File: src/rtl/cpu_pkg.sv
// cpu_pkg
//   Shared definitions for the pipelined MIPS core front end.
//   - Default vector addresses (reset, interrupt entry, exception entry).
//   - The instruction word used for pipeline bubbles.
//   - redirect_e: the redirect chosen by the fetch-stage arbiter each cycle.
//   - Helper functions that classify a redirect.
package cpu_pkg;

  localparam int unsigned DEF_ADDR_W = 32;

  localparam logic [31:0] DEF_RESET_VEC = 32'h8000_0000;
  localparam logic [31:0] DEF_ILLOP_VEC = 32'h8000_0004;
  localparam logic [31:0] DEF_XADR_VEC  = 32'h8000_0008;
  localparam logic [31:0] DEF_NOP_INSTR = 32'h0000_0000;

  // Next-PC source chosen by the arbiter for the current cycle.
  typedef enum logic [2:0] {
    RD_SEQ    = 3'd0,
    RD_JUMP   = 3'd1,
    RD_BRANCH = 3'd2,
    RD_EXC    = 3'd3,
    RD_IRQ    = 3'd4,
    RD_HOLD   = 3'd5
  } redirect_e;

  // Redirects that kill the instruction currently in ID (it must not reach EX).
  function automatic logic redirect_squashes_id(input redirect_e rd);
    return (rd == RD_BRANCH) || (rd == RD_EXC);
  endfunction

  // Redirects that enter a handler and therefore write epc.
  function automatic logic redirect_is_trap(input redirect_e rd);
    return (rd == RD_EXC) || (rd == RD_IRQ);
  endfunction

endpackage

File: src/rtl/pc_redirect_arbiter.sv
// pc_redirect_arbiter
//   Purely combinational next-PC selection for the fetch stage.
//   Priority, highest first: EX branch, ID exception, interrupt (user mode,
//   unstalled), ID jump (unstalled), stall hold, sequential fetch.
//   Reset is handled by the owner of the PC register, not here.
//
// Ports
//   pc_i               current PC (bit MSB = kernel mode)
//   pc_plus4_i         sequential successor of pc_i
//   stall_i            load-use hold from the hazard unit
//   id_jump_valid_i    jump resolved in ID
//   id_jump_target_i   jump target (full address, kernel bit included)
//   ex_branch_valid_i  taken branch resolved in EX
//   ex_branch_target_i branch target
//   exc_req_i          undefined opcode in ID
//   irq_i              level interrupt request
//   redirect_o         selected redirect source
//   next_pc_o          PC value for the next cycle
module pc_redirect_arbiter
  import cpu_pkg::*;
#(
  parameter int unsigned           ADDR_W    = DEF_ADDR_W,
  parameter logic [ADDR_W-1:0]     ILLOP_VEC = ADDR_W'(DEF_ILLOP_VEC),
  parameter logic [ADDR_W-1:0]     XADR_VEC  = ADDR_W'(DEF_XADR_VEC)
) (
  input  logic [ADDR_W-1:0] pc_i,
  input  logic [ADDR_W-1:0] pc_plus4_i,
  input  logic              stall_i,
  input  logic              id_jump_valid_i,
  input  logic [ADDR_W-1:0] id_jump_target_i,
  input  logic              ex_branch_valid_i,
  input  logic [ADDR_W-1:0] ex_branch_target_i,
  input  logic              exc_req_i,
  input  logic              irq_i,
  output redirect_e         redirect_o,
  output logic [ADDR_W-1:0] next_pc_o
);

  logic kernel;
  logic irq_take;

  // Kernel mode lives in the PC MSB and masks the interrupt. An interrupt
  // that is masked or stalled is simply not taken this cycle; because irq is
  // a level it is reconsidered on every following cycle.
  assign kernel   = pc_i[ADDR_W-1];
  assign irq_take = irq_i && !kernel && !stall_i;

  always_comb begin
    redirect_o = RD_SEQ;
    next_pc_o  = pc_plus4_i;
    if (ex_branch_valid_i) begin
      // The branch belongs to an older instruction, so it beats everything
      // younger, including a trap raised by the instruction behind it.
      redirect_o = RD_BRANCH;
      next_pc_o  = ex_branch_target_i;
    end else if (exc_req_i) begin
      redirect_o = RD_EXC;
      next_pc_o  = XADR_VEC;
    end else if (irq_take) begin
      redirect_o = RD_IRQ;
      next_pc_o  = ILLOP_VEC;
    end else if (id_jump_valid_i && !stall_i) begin
      redirect_o = RD_JUMP;
      next_pc_o  = id_jump_target_i;
    end else if (stall_i) begin
      redirect_o = RD_HOLD;
      next_pc_o  = pc_i;
    end
  end

endmodule

File: src/rtl/pipe_fetch_unit.sv
// pipe_fetch_unit
//   Instruction-fetch stage of the pipelined MIPS core. Holds the PC, the
//   IF/ID pipeline register and the epc register; next-PC selection is done
//   by pc_redirect_arbiter.
//
// Flow control: there is no valid/ready handshake towards decode. IF/ID is
// loaded every cycle unless stall is high, in which case PC and IF/ID hold
// their contents. A redirect replaces the fetched word with a bubble
// (valid=0, instr=NOP_INSTR, pc_plus4=0). Branch and exception additionally
// raise squash_id so decode drops the instruction it currently holds.
//
// Ports
//   clk, reset          clock; synchronous active-high reset
//   imem_addr           PC with the kernel bit cleared, to the ROM
//   imem_rdata          instruction word returned combinationally
//   stall               hold request from the hazard unit
//   id_jump_valid/target      jump resolved in ID
//   ex_branch_valid/target    taken branch resolved in EX
//   exc_req             undefined opcode in ID
//   irq                 level interrupt
//   if_id_valid/instr/pc_plus4  IF/ID register contents
//   squash_id           ID must bubble ID/EX this cycle (combinational)
//   epc, epc_valid      return address for $26 and its one-cycle write strobe
module pipe_fetch_unit
  import cpu_pkg::*;
#(
  parameter int unsigned       ADDR_W    = DEF_ADDR_W,
  parameter logic [ADDR_W-1:0] RESET_VEC = ADDR_W'(DEF_RESET_VEC),
  parameter logic [ADDR_W-1:0] ILLOP_VEC = ADDR_W'(DEF_ILLOP_VEC),
  parameter logic [ADDR_W-1:0] XADR_VEC  = ADDR_W'(DEF_XADR_VEC),
  parameter logic [31:0]       NOP_INSTR = DEF_NOP_INSTR
) (
  input  logic              clk,
  input  logic              reset,
  output logic [ADDR_W-1:0] imem_addr,
  input  logic [31:0]       imem_rdata,
  input  logic              stall,
  input  logic              id_jump_valid,
  input  logic [ADDR_W-1:0] id_jump_target,
  input  logic              ex_branch_valid,
  input  logic [ADDR_W-1:0] ex_branch_target,
  input  logic              exc_req,
  input  logic              irq,
  output logic              if_id_valid,
  output logic [31:0]       if_id_instr,
  output logic [ADDR_W-1:0] if_id_pc_plus4,
  output logic              squash_id,
  output logic [ADDR_W-1:0] epc,
  output logic              epc_valid
);

  logic [ADDR_W-1:0] pc_q, pc_d;
  logic [ADDR_W-1:0] pc_plus4;

  logic              if_id_valid_q, if_id_valid_d;
  logic [31:0]       if_id_instr_q, if_id_instr_d;
  logic [ADDR_W-1:0] if_id_pc4_q,   if_id_pc4_d;

  logic [ADDR_W-1:0] epc_q, epc_d;
  logic              epc_valid_q, epc_valid_d;

  redirect_e         redirect;
  logic [ADDR_W-1:0] arb_next_pc;

  // The increment only touches the low field so the kernel bit survives;
  // the low field wraps modulo 2^(ADDR_W-1).
  assign pc_plus4  = {pc_q[ADDR_W-1], pc_q[ADDR_W-2:0] + (ADDR_W-1)'(4)};
  assign imem_addr = {1'b0, pc_q[ADDR_W-2:0]};

  pc_redirect_arbiter #(
    .ADDR_W    (ADDR_W),
    .ILLOP_VEC (ILLOP_VEC),
    .XADR_VEC  (XADR_VEC)
  ) u_arbiter (
    .pc_i               (pc_q),
    .pc_plus4_i         (pc_plus4),
    .stall_i            (stall),
    .id_jump_valid_i    (id_jump_valid),
    .id_jump_target_i   (id_jump_target),
    .ex_branch_valid_i  (ex_branch_valid),
    .ex_branch_target_i (ex_branch_target),
    .exc_req_i          (exc_req),
    .irq_i              (irq),
    .redirect_o         (redirect),
    .next_pc_o          (arb_next_pc)
  );

  always_comb begin
    pc_d          = arb_next_pc;
    // Default is a bubble: every redirect discards the word being fetched.
    if_id_valid_d = 1'b0;
    if_id_instr_d = NOP_INSTR;
    if_id_pc4_d   = '0;
    epc_d         = epc_q;
    epc_valid_d   = 1'b0;

    unique case (redirect)
      RD_SEQ: begin
        if_id_valid_d = 1'b1;
        if_id_instr_d = imem_rdata;
        if_id_pc4_d   = pc_plus4;
      end
      RD_HOLD: begin
        if_id_valid_d = if_id_valid_q;
        if_id_instr_d = if_id_instr_q;
        if_id_pc4_d   = if_id_pc4_q;
      end
      RD_EXC: begin
        // The faulting instruction is the one in ID; return past it.
        epc_d       = if_id_pc4_q;
        epc_valid_d = 1'b1;
      end
      RD_IRQ: begin
        // The ID instruction completes, the one in IF is dropped, so the
        // interrupted point is the instruction currently being fetched.
        epc_d       = pc_plus4;
        epc_valid_d = 1'b1;
      end
      default: begin
        // RD_JUMP and RD_BRANCH only bubble IF/ID.
      end
    endcase
  end

  always_ff @(posedge clk) begin
    if (reset) begin
      pc_q          <= RESET_VEC;
      if_id_valid_q <= 1'b0;
      if_id_instr_q <= NOP_INSTR;
      if_id_pc4_q   <= '0;
      epc_q         <= '0;
      epc_valid_q   <= 1'b0;
    end else begin
      pc_q          <= pc_d;
      if_id_valid_q <= if_id_valid_d;
      if_id_instr_q <= if_id_instr_d;
      if_id_pc4_q   <= if_id_pc4_d;
      epc_q         <= epc_d;
      epc_valid_q   <= epc_valid_d;
    end
  end

  assign squash_id      = !reset && redirect_squashes_id(redirect);
  assign if_id_valid    = if_id_valid_q;
  assign if_id_instr    = if_id_instr_q;
  assign if_id_pc_plus4 = if_id_pc4_q;
  assign epc            = epc_q;
  assign epc_valid      = epc_valid_q;

endmodule

File: config.mk
export PLATFORM = sky130hd
export DESIGN_NAME = pipe_fetch_unit
export DESIGN_NICKNAME = d
export VERILOG_FILES = /design/src/rtl/cpu_pkg.sv /design/src/rtl/pc_redirect_arbiter.sv /design/src/rtl/pipe_fetch_unit.sv
export SDC_FILE = /design/constraint.sdc
export NUM_CORES = 1
export LEC_CHECK = 0
export BUFFER_PORTS_ARGS = -buffer_cell sky130_fd_sc_hd__buf_2
export CORE_ASPECT_RATIO = 1.25
export CORE_MARGIN = 3
export CORE_UTILIZATION = 45
export CTS_CLUSTER_SIZE = 40
export DETAILED_ROUTE_END_ITERATION = 16
export PLACE_DENSITY = 0.75
export SLEW_MARGIN = 40
export SYNTH_ARGS = -nofsm -noshare
export SYNTH_HDL_FRONTEND = slang
export SYNTH_SLANG_ARGS = --single-unit
File: constraint.sdc
create_clock -name clk -period 3.35 [get_ports clk]
set_input_delay 0.5025 -clock clk [delete_from_list [all_inputs] [get_ports clk]]
set_output_delay 0.5025 -clock clk [all_outputs]
set_load 0.01 [all_outputs]
After elaboration in Yosys (flattened, before gate mapping)
Cells that the tools add are included.
{ "totals": {"regBits": 130, "memories": 0, "out_inout_bits": 131, "mem_bits_rw": 0, "rom_bits": 0, "elab_cells": 40, "in_bits": 103, "latch_bits": 0} }
{ "classes": {"bitwise_logic": 0, "shifts": 0, "n_lt_le_gt_ge": 0, "addsub": 1, "n_div": 0, "n_mux": 15, "reduce_logical": 12, "eq_ne": 5, "multipliers": 0} }
{ "op_table": {"columns": ["op", "count"], "rows": [
  ["$pmux W32 S2", 3],
  ["$mux W32", 4],
  ["$add A31 B3 Y31 const B", 1],
  ["$mux W31", 1],
  ["$mux W3", 5],
  ["$eq A3 B2 Y1 const B", 2],
  ["$eq A3 B3 Y1 const B", 2],
  ["$ne A5 B1 Y1 const B", 1],
  ["$logic_and A1 B1 Y1", 4],
  ["$reduce_bool A4 Y1", 1],
  ["$logic_not A1 Y1", 3],
  ["$logic_not A3 Y1", 1],
  ["$pmux W1 S2", 1],
  ["$reduce_bool A2 Y1", 1],
  ["$reduce_or A2 Y1", 1],
  ["$logic_or A1 B1 Y1", 1],
  ["$mux W1", 1]
]} }

Logic depth before layout (Yosys ltp)
Gate-level depths: netlist of run 1.
{ "logic_depth": {"ltp_word": 9, "ltp_mapped": 8, "mapped_depth_nobuf": 6} }

Hierarchy
Synthesis of run 1 repeated with hierarchy kept, for this count alone.
{ "hier_totals": {"cells_unflattened": 805, "hier_area_um2": 6769.0} }
{ "by_module_without_submodules": {"columns": ["module", "cells_per_inst", "area_each_um2", "seq_area_each_um2", "n_inst"], "rows": [
  ["pipe_fetch_unit", 648, 5654.2, 2602.5, 1],
  ["pc_redirect_arbiter", 157, 1114.8, 0.0, 1]
]} }

Worst setup path before layout of run 1
No wires, ideal clock.
{ "synth_timing": {"kind": "flip-flop to flip-flop", "start": "register pc_q[2]", "end": "register if_id_pc4_q[22], in the netlist if_id_pc_plus4[22]", "required_time_ns": 3.233, "setup_ns": 0.117, "n_path_buf": 0, "slack_ns": 1.372, "period_less_slack_ns": 1.978, "stages_incl_launch_ff": 7, "t_arrival_ns": 1.862, "cell_sequence": "dfxtp_1 > ha_1 > nand3_1 > or3_4 > o31a_1 > or2_1 > a22o_1"} }
{ "synth_between": {"elab_chain_cells": 2} }
{ "synth_rtl": {"columns": ["element", "line_no", "text"], "rows": [
  ["start: declaration", "pipe_fetch_unit.sv:52", "logic [ADDR_W-1:0] pc_q, pc_d;"],
  ["start signal: assignment", "pipe_fetch_unit.sv:134", "pc_q <= pc_d;"],
  ["$add A31 B3 Y31", "pipe_fetch_unit.sv:67", "assign pc_plus4 = {pc_q[ADDR_W-1], pc_q[ADDR_W-2:0] + (ADDR_W-1)'(4)};"],
  ["$pmux W32 S2", "pipe_fetch_unit.sv:97", "unique case (redirect)"],
  ["end signal: assignment", "pipe_fetch_unit.sv:137", "if_id_pc4_q <= if_id_pc4_d;"],
  ["end: declaration", "pipe_fetch_unit.sv:57", "logic [ADDR_W-1:0] if_id_pc4_q, if_id_pc4_d;"]
]} }
Every way passes these cells.
A chain may end at the register's enable or synchronous reset.

Worst setup path after layout of run 1
{ "layout_timing": {"start": "register pc_q[3]", "end": "register if_id_pc4_q[28], in the netlist if_id_pc_plus4[28]"} }
Same word-level chain as after synthesis.

==> results of run 1 <==
## final timing paths
| check | slack (ps) | endpoint | from |
|---|---|---|---|
| max | 960 | if_id_pc_plus4[28] | pc_q[3] |
| max reg2reg | 960 | if_id_pc_plus4[28] | pc_q[3] |
| min reg2reg | 460 | epc[6] | epc[6] |
| min | 320 | if_id_instr[8] | imem_rdata[8] |
## state kept, by name, summed over array words and instances, names as in the netlist
name and cells:
epc 32, epc_valid 1, if_id_instr 32, if_id_pc_plus4 32
if_id_valid 1, pc_q 32
## routing by layer
layer	vias up	part of all wire	wire length, um
met1	2931	0.38	7483
li1	2954	-	-
met5	-	0	0
met3	44	0.084	1636
met2	299	0.50	9705
met4	0	0.032	621
## worst max-delay path: cells and delay by family (launching register included)
family	cells	cell delay [ps]
and+or+nand+nor	3	1110
DFF	1	470
AOI/OAI and AO/OA	2	420
adders and majority gates	1	270
## final cells by class
cell class | count | area, sq um
fillers | 1135 | 4657
multi-input cells | 488 | 2954
flip-flops and latches | 130 | 2603
repair buffers | 247 | 1286
clock buffers | 21 | 470.5
well taps | 164 | 205.2
clock inverters | 11 | 175.2
inverters | 9 | 33.78
diodes | 1 | 2.502
## power by group
| group | internal, mW | switching [mW] | total (mW) | leakage, nW |
|---|---|---|---|---|
| Sequential | 1.58 | 0.0496 | 1.63 | 1.05 |
| Combinational | 0.147 | 0.214 | 0.362 | 1.98 |
| Clock | 1.31 | 0.711 | 2.02 | 0.310 |
| Total | 3.04 | 0.975 | 4.01 | 3.34 |
## through the flow
step                      utilization  power (mW)
after floorplan                     -       1.855
after global placement         0.5711       2.016
after detailed placement       0.5711       2.019
after CTS                      0.6232       4.022
after global routing           0.6240       4.133
final                          0.6240       4.014
## cells by family (layout without fill, tap and decap cells)
kind of cell    count (synthesis)  in the layout
flops                         130            130
mux                             2              2
other cells                     1              2
fa+ha+maj                       1              1
simple gates                  228            228
buf+inv                        68            288
xor+xnor                       21             21
compound gates                235            235
## cell usage in the layout (no fill, tap or decap), drive strengths merged, types with 14 or more instances in the layout
cell    Yosys  routed
buf        28     247
nor3       14      14
o21ai      43      43
clkbuf     31      21
nor2       90      90
nor4       16      16
a21oi      48      48
nand2      50      50
nand3      14      14
a22oi      77      77
dfxtp     130     130
==> impl_metrics.ini, run 1 <==
[cts]
clockBufferDepth = 2
cts.sinks = 130
cts_resized = 0
cts_root_buf = clkbuf_16
clkLatencyLatePin_ps = 410
cts_hold_buf = 0
cts_inserted_buffers = 17
cts.htree.levels = 4
clkTransAtPathRegs_ps = 60
cts_tree = done
cts_setup_buffers = 0

[worst_setup_path]
required_ps = 3660
startpoint_type = flop
cp_max_fo = 10
arrival_ps = 2700
cpPeakStageDelay_ps = 580
crit_slowest_cell = nor3_2
path_cells = ha_1 > nand3_1 > nor3_2 > a31oi_1 > or2_1 > a22o_1
path_class = reg2reg
end_kind = flop
worst-r2r-cell-count = 6

[global_route]
grtUsageMet2 = 0.4492
use_met3 = 0.06835
grt_max_degree = 64
grt_usage = 0.2654
grt_pass1_wl_mm = 30.51
antenna_found_initial = 1
busiest_layer = met2
grt_pass1_vias = 5870
grt_overflow_total = 0
met1_usage = 0.3138

[timing]
finalCriticalPeriod_ps = 2392
setup_tns_ps = 0
fin_skew_ps = 9.355
rsz0062_at_grt = no
fin_crit_sh = 0.7141
final-setup-viol-count = 0
final-max-slew-violation-count = 0
hold_violations = 0
max_slew.worst_pin.slew_ps = 819.8
whs_ps = 323.0
slew_headroom = 0.4535
setup_ws_ps = 957.8
fmax_mhz = 418.0

[synthesis]
yosysWarningCount = 0
synth_compound_area_frac = 0.2724
synth-seq-cells = 130
yosysUniqueCellTypes = 58
synth_mux_area_frac = 0.003435
yosys.cell_count.top_type = dfxtp_1
syn-cell-area_sq_mm = 0.005828
netlist_instances = 686
syn_avg_cell_area_sq_um = 8.496
synth_commonest_cells = 130 x dfxtp_1, 90 x nor2_1, 77 x a22oi_1
synthAdderAreaFrac = 0.002147
synthesis.nets = 790
synth-xor-area-share = 0.03156
yosys.area.top_type = dfxtp_1
synth-simple-area-share = 0.1930
yosysSeqAreaShare = 0.4465
synth_top_family_by_area = compound AO/OA/AOI/OAI gates
synth_edf_count = 0
synth_top_area_frac = 0.4465
synth_area_leaders = dfxtp_1 45%, a22oi_1 9.9%, nor2_1 5.8%, a21oi_1 4.1%, o21ai_0 3.4%
synth_ff_type = dfxtp_1
synth-async-reset-ratio = 0

[detailed_routing]
drc = 0
num_vias = 6228
drtAntennaViolNets = 0
routed_wl_mm = 19.45
viasPerCell = 5.815
routedWlPerCell_um = 18.16
drt_iter0_drc = 355
drt-pass1-iter-count = 5

[place]
port_buffers = 232
place_area_sq_mm = 0.007074
pre_cts_ws_ps = 666.8
place.gp.congestion = 0.8809
dp_cells = 1037
dp_hpwl_mm = 13.83

[worst_hold_path]
hold_path_class = in2reg
hold_path_depth = 3

[power]
power_density_mw_per_mm2 = 519.3
power_leakage_nw = 3.345
vdd_drop_max_mv = 0.3003

[floorplan]
die_w_um = 107.8
core_sq_mm = 0.01239
ios = 234
die_h_um = 133.2
initial_core_util = 0.4705
rows = 45
dieArea_sq_mm = 0.01436

[layout]
fin_nets = 997
syn_to_final_growth_pct = 32.63
finalInstanceArea_sq_mm = 0.007730
drive_gt1_frac = 0.3256
fin_cells = 1071

[status]
status = complete, no violations

[run]
drv_cap = 0
(Power assumes the default switching activity.)
==> run 2: changes to the inputs <==
--- a/config.mk
+++ b/config.mk
@@ -5,13 +5,14 @@
 export SDC_FILE = /design/constraint.sdc
 export NUM_CORES = 1
 export LEC_CHECK = 0
+export ABC_AREA = 1
 export BUFFER_PORTS_ARGS = -buffer_cell sky130_fd_sc_hd__buf_2
 export CORE_ASPECT_RATIO = 1.25
 export CORE_MARGIN = 3
 export CORE_UTILIZATION = 45
 export CTS_CLUSTER_SIZE = 40
 export DETAILED_ROUTE_END_ITERATION = 16
-export PLACE_DENSITY = 0.75
+export PLACE_DENSITY = 0.77
 export SLEW_MARGIN = 40
 export SYNTH_ARGS = -nofsm -noshare
 export SYNTH_HDL_FRONTEND = slang
==> constraint.sdc (replaced) <==
create_clock -name clk -period 2.2 [get_ports clk]
set_input_delay 0.33 -clock clk [delete_from_list [all_inputs] [get_ports clk]]
set_output_delay 0.33 -clock clk [all_outputs]
set_load 0.01 [all_outputs]
==> impl_metrics.ini, run 2 <==
[layout]
syn_to_final_growth_pct = 28.24
finalInstanceArea_sq_mm = 0.008046
layout_common_cells = 304 x nand2_1, 231 x buf_2, 137 x a21oi_1
antenna_cells = 0
final_common_cell = nand2_1
drive_gt1_frac = 0.2530
fin_nets = 1262
fillers = 1314

[worst_setup_path]
rr_endpoint = epc[20]
required_ps = 2490
path_class = reg2reg
timing.rr.start = pc_q[2]
cp_max_fo = 7
end_kind = flop
path_common_cell = nand2_1
arrival_ps = 2170
r2r_slack_ps = 330
path_cells = ha_1 > nand2_1 > nor2_1 > nand2_2 > nor2_2 > nand2_1 > nand2_1 > nand2_1 > a21oi_1 > nor2_1
cpPeakStageDelay_ps = 460
startpoint_type = flop
worst-r2r-cell-count = 10
crit_slowest_cell = dfxtp_1

[power]
p_comb_frac = 0.102
power_leakage_nw = 3.592
p_int_mw = 4.185
power_density_mw_per_mm2 = 715.2
p_switching_mw = 1.570
netSwitchingFraction = 0.2729
vdd_drop_max_mv = 0.4608
p_clk_frac = 0.466
power_frac_seq = 0.432

[timing]
max_slew.worst_pin.slew_ps = 800.9
finalCriticalPeriod_ps = 1872
whs_ps = 155.0
hold_violations = 0
final-max-slew-violation-count = 0
slew_headroom = 0.4655
setup_tns_ps = 0
fin_crit_sh = 0.8511
final-setup-viol-count = 0
fin_skew_ps = 7.037
rsz0062_at_grt = no
fmax_mhz = 534.1

[place]
dp_hpwl_mm = 14.87
place_area_sq_mm = 0.007490
place.gp.congestion = 0.8865
port_buffers = 232

[status]
status = complete, no violations

[cts]
cts_hold_buf = 0
clockBufferDepth = 2
clkTransAtPathRegs_ps = 60
cts_resized = 0
cts.htree.levels = 4
cts.sinks = 130
cts_inserted_buffers = 17
cts_tree = done
clkLatencyLatePin_ps = 420
cts_setup_buffers = 0
cts_root_buf = clkbuf_16

[global_route]
grt_pass1_wl_mm = 33.26
antenna_found_initial = 1
grt_max_degree = 94
grt_overflow_total = 0
grt_usage = 0.2635
grt_pass1_vias = 6607

[synthesis]
synth_edf_count = 0
synth_commonest_cells = 304 x nand2_1, 137 x a21oi_1, 130 x dfxtp_1
synth-async-reset-ratio = 0
synth_ff_type = dfxtp_1
yosysSeqAreaShare = 0.4148
yosys.cell_count.top_type = nand2_1
synthesis.nets = 1057
synth_area_leaders = dfxtp_1 41%, nand2_1 18%, a21oi_1 11%, nor2_1 6.2%, nand3_1 5.7%
syn_avg_cell_area_sq_um = 6.584
yosysWarningCount = 0
syn-cell-area_sq_mm = 0.006275
synth-seq-cells = 130
synth_top_area_frac = 0.4148
yosysUniqueCellTypes = 28
yosys.area.top_type = dfxtp_1
netlist_instances = 953

[floorplan]
core_sq_mm = 0.01347
die_w_um = 111.6
die_h_um = 138.0
rows = 47
initial_core_util = 0.4659
ios = 234
dieArea_sq_mm = 0.01541

[worst_hold_path]
hold_path_depth = 3
hold_path_class = in2reg
hold_path_end = if_id_instr[9]
hold_path.startpoint = imem_rdata[9]

[run]
drv_cap = 0

[detailed_routing]
routed_wl_mm = 20.86
drc = 0
viasPerCell = 5.243
routedWlPerCell_um = 15.55
drtAntennaViolNets = 0
drt_iter0_drc = 550
num_vias = 7031
drt-pass1-iter-count = 5
-- run 2: critical path, delay by kind of cell (launching register included) --
family                   cells  cell delay [ps]
AO/OA/AOI/OAI                1              130
adder cells (fa/ha/maj)      1              280
flip-flops                   1              460
AND/OR/NAND/NOR              8              880
-- run 2: per-stage QoR --
stage	utilization	worst slack, ps	instances	total power [mW]
finish	0.5975	327.6	1341	5.755
global route	0.5975	147.5	1341	5.977
CTS	0.5975	362.4	1341	5.791
detailed placement	0.5562	399.4	1310	3.116
global placement	0.5562	437.9	1310	3.110
floorplan	-	612.4	953	2.854
-- run 2: how the worst max path moves through the flow --
stage                 start  endpoint  slack, ps
finish              pc_q[2]   epc[20]        330
global route        pc_q[2]   epc[20]        150
floorplan           pc_q[2]   epc[30]        610
detailed placement  pc_q[2]   epc[26]        400
CTS                 pc_q[2]   epc[20]        360
global placement    pc_q[2]  pc_q[12]        440
-- run 2: cells by family (layout without fill, tap and decap cells) --
| logic type | Yosys count | after routing | synth area share |
|---|---|---|---|
| AOI/OAI and AO/OA | 211 | 211 | 0.1733 |
| xor gates and xnor gates | 8 | 8 | 0.01117 |
| adders and majority gates | 1 | 1 | 0.001994 |
| buffers and inverters | 104 | 321 | 0.07318 |
| DFF | 130 | 130 | 0.4148 |
| other | 1 | 1 | 0.0005976 |
| and+or+nand+nor | 498 | 498 | 0.3250 |
-- run 2: layout make-up --
class | count | area [sq um] | area share
multi-input cells | 719 | 3218 | 0.3999
flip-flops and latches | 130 | 2603 | 0.3234
repair buffers | 245 | 1286 | 0.1599
clock buffers | 17 | 425.4 | 0.05287
well taps | 171 | 214.0 | 0.02659
inverters | 45 | 168.9 | 0.02099
clock inverters | 14 | 131.4 | 0.01633
-- run 2: power by group through the flow --
stage	logic [mW]	registers, mW	clock network, mW
after detailed placement	0.581	2.54	0
final	0.585	2.49	2.68
after floorplan	0.313	2.54	0
after CTS	0.583	2.48	2.72
after global routing	0.644	2.49	2.84
after global placement	0.576	2.53	0
-- run 2: per-layer routing --
metal	up-vias	routed length [um]	global-route usage
met5	-	7	0
met4	2	768	0.1172
met3	51	1784	0.07561
met2	311	10070	0.4391
met1	3149	8223	0.3152
li1	3518	-	-
==> run 3: changes to the inputs <==
--- a/config.mk
+++ b/config.mk
@@ -6,7 +6,7 @@
 export NUM_CORES = 1
 export LEC_CHECK = 0
 export ABC_AREA = 1
-export BUFFER_PORTS_ARGS = -buffer_cell sky130_fd_sc_hd__buf_2
+export BUFFER_PORTS_ARGS = -buffer_cell sky130_fd_sc_hd__buf_4
 export CORE_ASPECT_RATIO = 1.25
 export CORE_MARGIN = 3
 export CORE_UTILIZATION = 45
==> impl_metrics.ini, run 3 (same netlist as run 2, synthesis figures left out) <==
[cts]
cts_root_buf = clkbuf_16
cts.htree.levels = 4
cts_hold_buf = 0
cts_tree = done
cts_inserted_buffers = 17
clockBufferDepth = 2
cts_resized = 0
clkTransAtPathRegs_ps = 60
clkLatencyLatePin_ps = 420
cts_setup_buffers = 0
cts.sinks = 130

[timing]
fin_skew_ps = 7.682
hold_violations = 0
fmax_mhz = 556.3
rsz0062_at_grt = no
final-setup-viol-count = 0
final-max-slew-violation-count = 0
slew_headroom = 0.5018
finalCriticalPeriod_ps = 1798
fin_crit_sh = 0.8172
max_slew.worst_pin.slew_ps = 747.3
setup_tns_ps = 0

[layout]
finalInstanceArea_sq_mm = 0.008735
antenna_cells = 0
multi_input_area_sq_mm = 0.003218
layout_common_cells = 304 x nand2_1, 241 x buf_4, 137 x a21oi_1
syn_to_final_growth_pct = 39.20
drive_gt1_frac = 0.2543
regArea_sq_mm = 0.002603
final_common_cell = nand2_1
fillers = 1263
fin_nets = 1263

[status]
status = complete, no violations

[run]
drv_cap = 0

[detailed_routing]
routedWlPerCell_um = 15.66
drt-pass1-iter-count = 8
drtAntennaViolNets = 0
drc = 0
viasPerCell = 5.277
num_vias = 7087
drt_iter0_drc = 434
routed_wl_mm = 21.03

[floorplan]
die_h_um = 138.0
die_w_um = 111.6
ios = 234
dieArea_sq_mm = 0.01541
initial_core_util = 0.4659
core_sq_mm = 0.01347
rows = 47

[global_route]
grt_overflow_total = 0
antenna_found_initial = 0
grt_pass1_wl_mm = 33.18
grt_pass1_vias = 6629
grt_usage = 0.2624
grt_max_degree = 98

[power]
p_int_mw = 4.626
p_clk_frac = 0.492
vdd_drop_max_mv = 0.4120
power_mw = 6.216
power_density_mw_per_mm2 = 711.7
power_leakage_nw = 3.732
netSwitchingFraction = 0.2559
p_switching_mw = 1.590
p_comb_frac = 0.108
power_frac_seq = 0.400

[worst_hold_path]
hold_path_end = if_id_instr[19]
hold_path_depth = 3
hold_path_class = in2reg
hold_path.startpoint = imem_rdata[19]

[worst_setup_path]
r2r_slack_ps = 400
worstSetupStartpoint = pc_q[3]
rr_endpoint = epc[30]
worst-r2r-cell-count = 10
timing.rr.start = pc_q[3]
end_kind = flop
arrival_ps = 2070
cp_max_fo = 6
path_class = reg2reg
startpoint_type = flop
required_ps = 2480

[place]
place.gp.congestion = 0.9338
place_area_sq_mm = 0.008104
port_buffers = 232
dp_hpwl_mm = 14.71
[run 3: power groups by stage]
stage	clock, mW	combinational [mW]	sequential, mW
finish	3.06	0.673	2.48
global placement	0	0.662	2.53
CTS	3.09	0.672	2.48
detailed placement	0	0.669	2.53
global route	3.20	0.739	2.49
floorplan	0	0.313	2.54
[run 3: final cells by class]
type                    count  share of cell area
repair buffers            246              0.2176
well taps                 171             0.02450
clock buffers              18             0.04913
inverters                  45             0.01934
flip-flops and latches    130              0.2980
multi-input cells         719              0.3684
clock inverters            14             0.02306
[run 3: stage by stage]
step	hold slack, ps	worst slack, ps	std cells	util
final	159.5	402.3	1343	0.6486
after global routing	166.0	176.0	1343	0.6486
after CTS	150.9	419.6	1343	0.6486
after detailed placement	451.7	263.9	1311	0.6018
after global placement	448.3	317.5	1311	0.6015
after floorplan	453.5	612.4	953	-
[run 3: worst max-delay path, stage by stage, from the launching register on]
cell     delay (ps)
dfxtp_1         390
ha_1            250
nand2_1          70
nor2_1          120
nand2_2         150
nor2_1          200
nand2_1          80
nand2_1          90
nand2_1         110
a21oi_1         150
nor2_1           50
[run 3: per-layer routing]
layer,up-vias,wire length [um],share of wire,global-route usage
li1,3509,-,-,-
met1,3210,8399,0.40,0.3182
met2,313,10150,0.48,0.4391
met3,55,1726,0.082,0.06600
met4,0,755,0.036,0.1166
met5,-,0,0,0
[run 3: how the worst max path moves through the flow]
| stage | to | slack [ps] |
|---|---|---|
| CTS | epc[30] | 420 |
| global route | epc[30] | 180 |
| finish | epc[30] | 400 |
| global placement | pc_q[2] | 320 |
| floorplan | epc[30] | 610 |
| detailed placement | pc_q[2] | 260 |
